## config.mk

```make
export PLATFORM = sky130hd
export DESIGN_NAME = sdram_read
export DESIGN_NICKNAME = d
export VERILOG_FILES = /design/src/rtl/sdram_pkg.sv /design/src/rtl/sdram_addr_gen.sv /design/src/rtl/sdram_read.sv
export SDC_FILE = /design/constraint.sdc
export NUM_CORES = 1
export LEC_CHECK = 0
export CORE_ASPECT_RATIO = 0.8
export CORE_MARGIN = 5
export CORE_UTILIZATION = 40
export DETAILED_ROUTE_END_ITERATION = 10
export PLACE_DENSITY_LB_ADDON = 0.25
export SYNTH_ARGS = -nofsm -noshare
export SYNTH_HDL_FRONTEND = slang
export SYNTH_SLANG_ARGS = --single-unit
export TNS_END_PERCENT = 10
```

## constraint.sdc

```tcl
create_clock -name sclk -period 5.1 [get_ports sclk]
set_clock_uncertainty 0.2 [all_clocks]
set_input_delay 0.765 -clock sclk [delete_from_list [all_inputs] [get_ports sclk]]
set_output_delay 0.765 -clock sclk [all_outputs]
set_load 0.005 [all_outputs]
```

## src/rtl/sdram_pkg.sv

```systemverilog
// Shared SDRAM definitions for the read, write and refresh controllers:
// command encodings, default timing, and the read FSM state type.
package sdram_pkg;

    // {cs_n, ras_n, cas_n, we_n}
    localparam logic [3:0] CMD_INHIBIT = 4'b1111;
    localparam logic [3:0] CMD_NOP     = 4'b0111;
    localparam logic [3:0] CMD_ACTIVE  = 4'b0011;
    localparam logic [3:0] CMD_READ    = 4'b0101;
    localparam logic [3:0] CMD_WRITE   = 4'b0100;

    // A10 high on READ/WRITE selects auto-precharge
    localparam int A10_BIT = 10;

    localparam int DEF_TRCD    = 3;
    localparam int DEF_CAS_LAT = 3;
    localparam int DEF_TRC     = 10;
    localparam int DEF_COL_W   = 8;
    localparam int DEF_ROW_W   = 11;

    typedef enum logic [2:0] {
        RD_IDLE,
        RD_ACTIVE,
        RD_TRCD_WAIT,
        RD_READ,
        RD_CL_WAIT,
        RD_TRC_WAIT
    } rd_state_e;

endpackage

```

## src/rtl/sdram_addr_gen.sv

```systemverilog
// Sequential column -> row -> bank address walker; one step per inc pulse.
module sdram_addr_gen
    import sdram_pkg::*;
#(
    parameter int COL_W = DEF_COL_W,
    parameter int ROW_W = DEF_ROW_W
) (
    input  logic             sclk,
    input  logic             srst,
    input  logic             inc,
    output logic [COL_W-1:0] col,
    output logic [ROW_W-1:0] row,
    output logic [1:0]       bank
);

    // Each wrap carries into the next field in the same cycle; bank wraps silently.
    always_ff @(posedge sclk) begin
        if (srst) begin
            col  <= '0;
            row  <= '0;
            bank <= '0;
        end else if (inc) begin
            col <= col + 1'b1;
            if (&col) begin
                row <= row + 1'b1;
                if (&row)
                    bank <= bank + 1'b1;
            end
        end
    end

endmodule

```

## src/rtl/sdram_read.sv

```systemverilog
// Single-beat SDRAM read controller: ACTIVE, READ with auto-precharge,
// capture after CAS latency, then hold until tRC before signalling done.
module sdram_read
    import sdram_pkg::*;
#(
    parameter int TRCD    = DEF_TRCD,
    parameter int CAS_LAT = DEF_CAS_LAT,
    parameter int TRC     = DEF_TRC,
    parameter int COL_W   = DEF_COL_W,
    parameter int ROW_W   = DEF_ROW_W
) (
    input  logic             sclk,
    input  logic             srst,
    input  logic             rd_en,
    output logic             rd_done,
    input  logic [31:0]      i_rd_dq,
    output logic [31:0]      o_rd_data,
    output logic             o_rd_valid,
    output logic [ROW_W-1:0] o_rd_addr,
    output logic [1:0]       o_rd_ba,
    output logic [3:0]       o_rd_dqm,
    output logic             o_rd_cs_n,
    output logic             o_rd_ras_n,
    output logic             o_rd_cas_n,
    output logic             o_rd_we_n
);

    localparam int CNT_W = $clog2(TRC + 1);
    localparam logic [CNT_W-1:0] K_READ = CNT_W'(TRCD - 1);
    localparam logic [CNT_W-1:0] K_CAPT = CNT_W'(TRCD + CAS_LAT);
    localparam logic [CNT_W-1:0] K_DONE = CNT_W'(TRC - 2);
    localparam logic [CNT_W-1:0] K_LAST = CNT_W'(TRC - 1);
    localparam logic [ROW_W-1:0] ADDR_A10 = ROW_W'(1) << A10_BIT;

    rd_state_e        state;
    logic [CNT_W-1:0] trc_cnt;
    logic [COL_W-1:0] col;
    logic [ROW_W-1:0] row;
    logic [1:0]       bank;
    logic [3:0]       cmd;

    sdram_addr_gen #(.COL_W(COL_W), .ROW_W(ROW_W)) u_addr (
        .sclk (sclk),
        .srst (srst),
        .inc  (state == RD_READ),
        .col  (col),
        .row  (row),
        .bank (bank)
    );

    // trc_cnt is 0 in the ACTIVE cycle, so it equals the offset from ACTIVE.
    always_ff @(posedge sclk) begin
        if (srst) begin
            state      <= RD_IDLE;
            trc_cnt    <= '0;
            rd_done    <= 1'b0;
            o_rd_valid <= 1'b0;
            o_rd_data  <= '0;
        end else begin
            rd_done    <= 1'b0;
            o_rd_valid <= 1'b0;
            trc_cnt    <= (state == RD_IDLE) ? '0 : trc_cnt + 1'b1;
            if ((state == RD_CL_WAIT || state == RD_TRC_WAIT) && trc_cnt == K_DONE)
                rd_done <= 1'b1;
            case (state)
                RD_IDLE:      if (rd_en) state <= RD_ACTIVE;
                RD_ACTIVE:    state <= RD_TRCD_WAIT;
                RD_TRCD_WAIT: if (trc_cnt == K_READ) state <= RD_READ;
                RD_READ:      state <= RD_CL_WAIT;
                RD_CL_WAIT: begin
                    if (trc_cnt == K_CAPT) begin
                        o_rd_data  <= i_rd_dq;
                        o_rd_valid <= 1'b1;
                        state      <= RD_TRC_WAIT;
                    end
                end
                RD_TRC_WAIT:  if (trc_cnt == K_LAST) state <= RD_IDLE;
                default:      state <= RD_IDLE;
            endcase
        end
    end

    always_comb begin
        cmd       = CMD_NOP;
        o_rd_addr = ADDR_A10;
        case (state)
            RD_IDLE:   cmd = CMD_INHIBIT;
            RD_ACTIVE: begin
                cmd       = CMD_ACTIVE;
                o_rd_addr = row;
            end
            RD_READ: begin
                cmd       = CMD_READ;
                o_rd_addr = ADDR_A10 | ROW_W'(col);
            end
            default:   cmd = CMD_NOP;
        endcase
    end

    assign {o_rd_cs_n, o_rd_ras_n, o_rd_cas_n, o_rd_we_n} = cmd;
    assign o_rd_ba  = bank;
    assign o_rd_dqm = 4'b0000;

endmodule

```

==> reports/results.txt <==
outcome: finished, final reports clean
Max VDD drop: 0.000142 V
# Max-Cap Violations: 0
power share of the clock group: 39.6%
routed len/inst: 13.4 um
Post-Place Setup Slack: 2.29 ns
Std-Cell Core Area: 6410 um2
final worst slack: 1.93 ns
sequential group share of total power: 53.6%
Std-Cell Rows: 26
Post-synth top cells: nand2_1 (73), dfxtp_1 (62), a21oi_1 (41), nor2_1 (21), clkbuf_1 (17)
first-pass GRT wire length: 10300 um
Final setup viols: 0
Netlist cell types: 38
via count: 2356
# diodes: 0
RSZ-0062 raised after global routing: no
Main synth FF type: dfxtp_1
Total Wirelength: 6470 um
CTS Buf Count: 9
number of global-route vias before repair: 2200
worst-path maximum fanout: 16
Final Hold Vio Count: 0
fin crit share: 62.2%
#FFs+latches synth: 62
hpwl dp: 4430 um
Rel. slew slack: 25.2%
initial antenna violation count: 0
ANT nets after route: 0
total global routing overflow: 0
Hold Crit Class: register to register
total I/O pin count: 90
YS warnings: 0
Comb power frac: 6.8%
CTS tree: yes
cell internal pwr: 710 uW
clk sink count: 62
Initial Util: 41.3%
critical path endpoint category: output pin
Required @ worst endpoint: 4.14 ns
min Tclk post-route: 3.17 ns
fmax: 315 MHz
Fin Setup TNS: 0 ns
Clock H-tree levels: 3
# DRC: 0
Yosys top cell by area: dfxtp_1
DR iter-0 viols: 156
DIE AREA: 8360 um2
post-CTS setup buffer count: 0
Post-synth EDFFs: 0
first-pass iteration count of the detailed router: 5
synthesized area: 2650 um2
Total GRT Usage: 15.5%
proportion of layout cells with a drive suffix above 1: 5.76%
cell with the most instances after synthesis: nand2_1
Area Overhead vs Synth: 37.8%
worst-case clock buffer depth: 2
CP Launch Type: register
WS Path Type: register to output pin
Sw Ratio: 23.0%
post-synthesis average cell area: 8.25 um2
post-cts gate resize count: 0
Arr. time, crit path: 2.21 ns
Die H: 82.8 um
Die Wd: 101 um
largest net degree at the start of global routing: 61
Placer Congestion: 0.814
pwr/cell area: 253 nW/um2
ranking of synthesized cells by area: dfxtp_1 (47%), nand2_1 (10%), a21oi_1 (7.7%)
Clk Tree Root Cell: clkbuf_8
NumNets Final: 436
Via-to-Cell Ratio: 4.88
I/O Buffers: 84
Layout fillers: 575
Leak: 1.26 nW
Max Transition Viols Final: 0
fraction of registers with async set/reset: 0%
Sw Pwr: 213 uW
CTS hold repair buffers: 0
sequential share of the synthesized area: 46.9%
Worst-path clk slew: 0.06 ns
Yosys top cell area share: 46.9%
worst-margin pin slew: 1.12 ns
clk_lat worst skew: 0.32 ns
Post-Syn Instances: 321
==> through the flow <==
stage          utilization (%)  std cells  cell area [um2]  hold slack, ns  power (mW)
2_1_floorplan                -        324             2660           0.245       0.533
3_3_place_gp              54.4        468             3490           0.241       0.567
3_5_place_dp              54.4        468             3490           0.246       0.568
4_1_cts                   57.0        483             3650           0.255       0.938
5_1_grt                   57.0        483             3650           0.274       0.964
6_report                  57.0        483             3650           0.253       0.923
==> cell families (layout without fill, tap and decap cells) <==
group / count (synthesis) / count (layout) / synth area share, %
and+or+nand+nor: 143 / 143 / 26.1
DFF: 62 / 62 / 46.9
AOI/OAI and AO/OA: 58 / 58 / 12.5
buffers and inverters: 34 / 109 / 6.05
xor gates and xnor gates: 15 / 15 / 4.96
adders and majority gates: 6 / 6 / 2.83
other: 2 / 5 / 0.284
muxes: 1 / 1 / 0.378
==> power groups by stage <==
stage	combinational [mW]	sequential (mW)	clock, mW
after detailed placement	0.0622	0.505	0
final	0.0624	0.494	0.366
after CTS	0.0629	0.494	0.380
after global routing	0.0683	0.495	0.400
after floorplan	0.0330	0.500	0
after global placement	0.0620	0.505	0
==> placed cells by master (no fill, tap or decap), drive strengths merged, types with 5 or more instances in the layout <==
cell,instances
nor2,21
nand4,8
a21oi,41
clkdlybuf4s50,83
dfxtp,62
xor2,7
xnor2,8
ha,6
nand2,73
inv,8
nand3,7
conb,5
clkbuf,11
a22o,7
==> layout make-up <==
cell class / count / area, um2 / share of cell area [%]
multi-input cells: 228 / 1260 / 34.5
flip-flops and latches: 62 / 1240 / 34.0
repair buffers: 86 / 851 / 23.3
clock buffers: 11 / 141 / 3.87
well taps: 84 / 105 / 2.88
inverters: 8 / 30.0 / 0.822
clock inverters: 4 / 23.8 / 0.651
==> critical path, cell delays in order, from the launching register on <==
cell             delay (ns)
dfxtp_1                0.54
and3b_1                0.61
a22o_1                 0.22
clkdlybuf4s50_1        0.51
==> state kept, by name (all words and copies together) (netlist names) <==
name / cells
o_rd_data: 32
u_addr.bank: 2
u_addr.row: 11
state: 3
trc_cnt: 4
u_addr.col: 8
o_rd_valid: 1
rd_done: 1
==> final timing paths <==
| path | endpoint | start | cells after the start | slack, ns |
|---|---|---|---|---|
| worst min-delay path | o_rd_data[22] | o_rd_data[22] | 2 | 0.25 |
| worst max register to register | u_addr.row[9] | u_addr.col[0] | 5 | 2.70 |
| worst max-delay path | o_rd_addr[5] | state[0] | 3 | 1.93 |
| worst min register to register | o_rd_data[22] | o_rd_data[22] | 2 | 0.25 |
==> per-layer routing <==
| layer | up-vias | track usage [%] | share of wire (%) |
|---|---|---|---|
| met1 | 1066 | 19.6 | 46 |
| met5 | - | 0 | 0 |
| met2 | 66 | 25.3 | 46 |
| met4 | 0 | 5.58 | 1.4 |
| met3 | 9 | 4.76 | 6.3 |
| li1 | 1215 | - | - |
(Power assumes the default switching activity.)
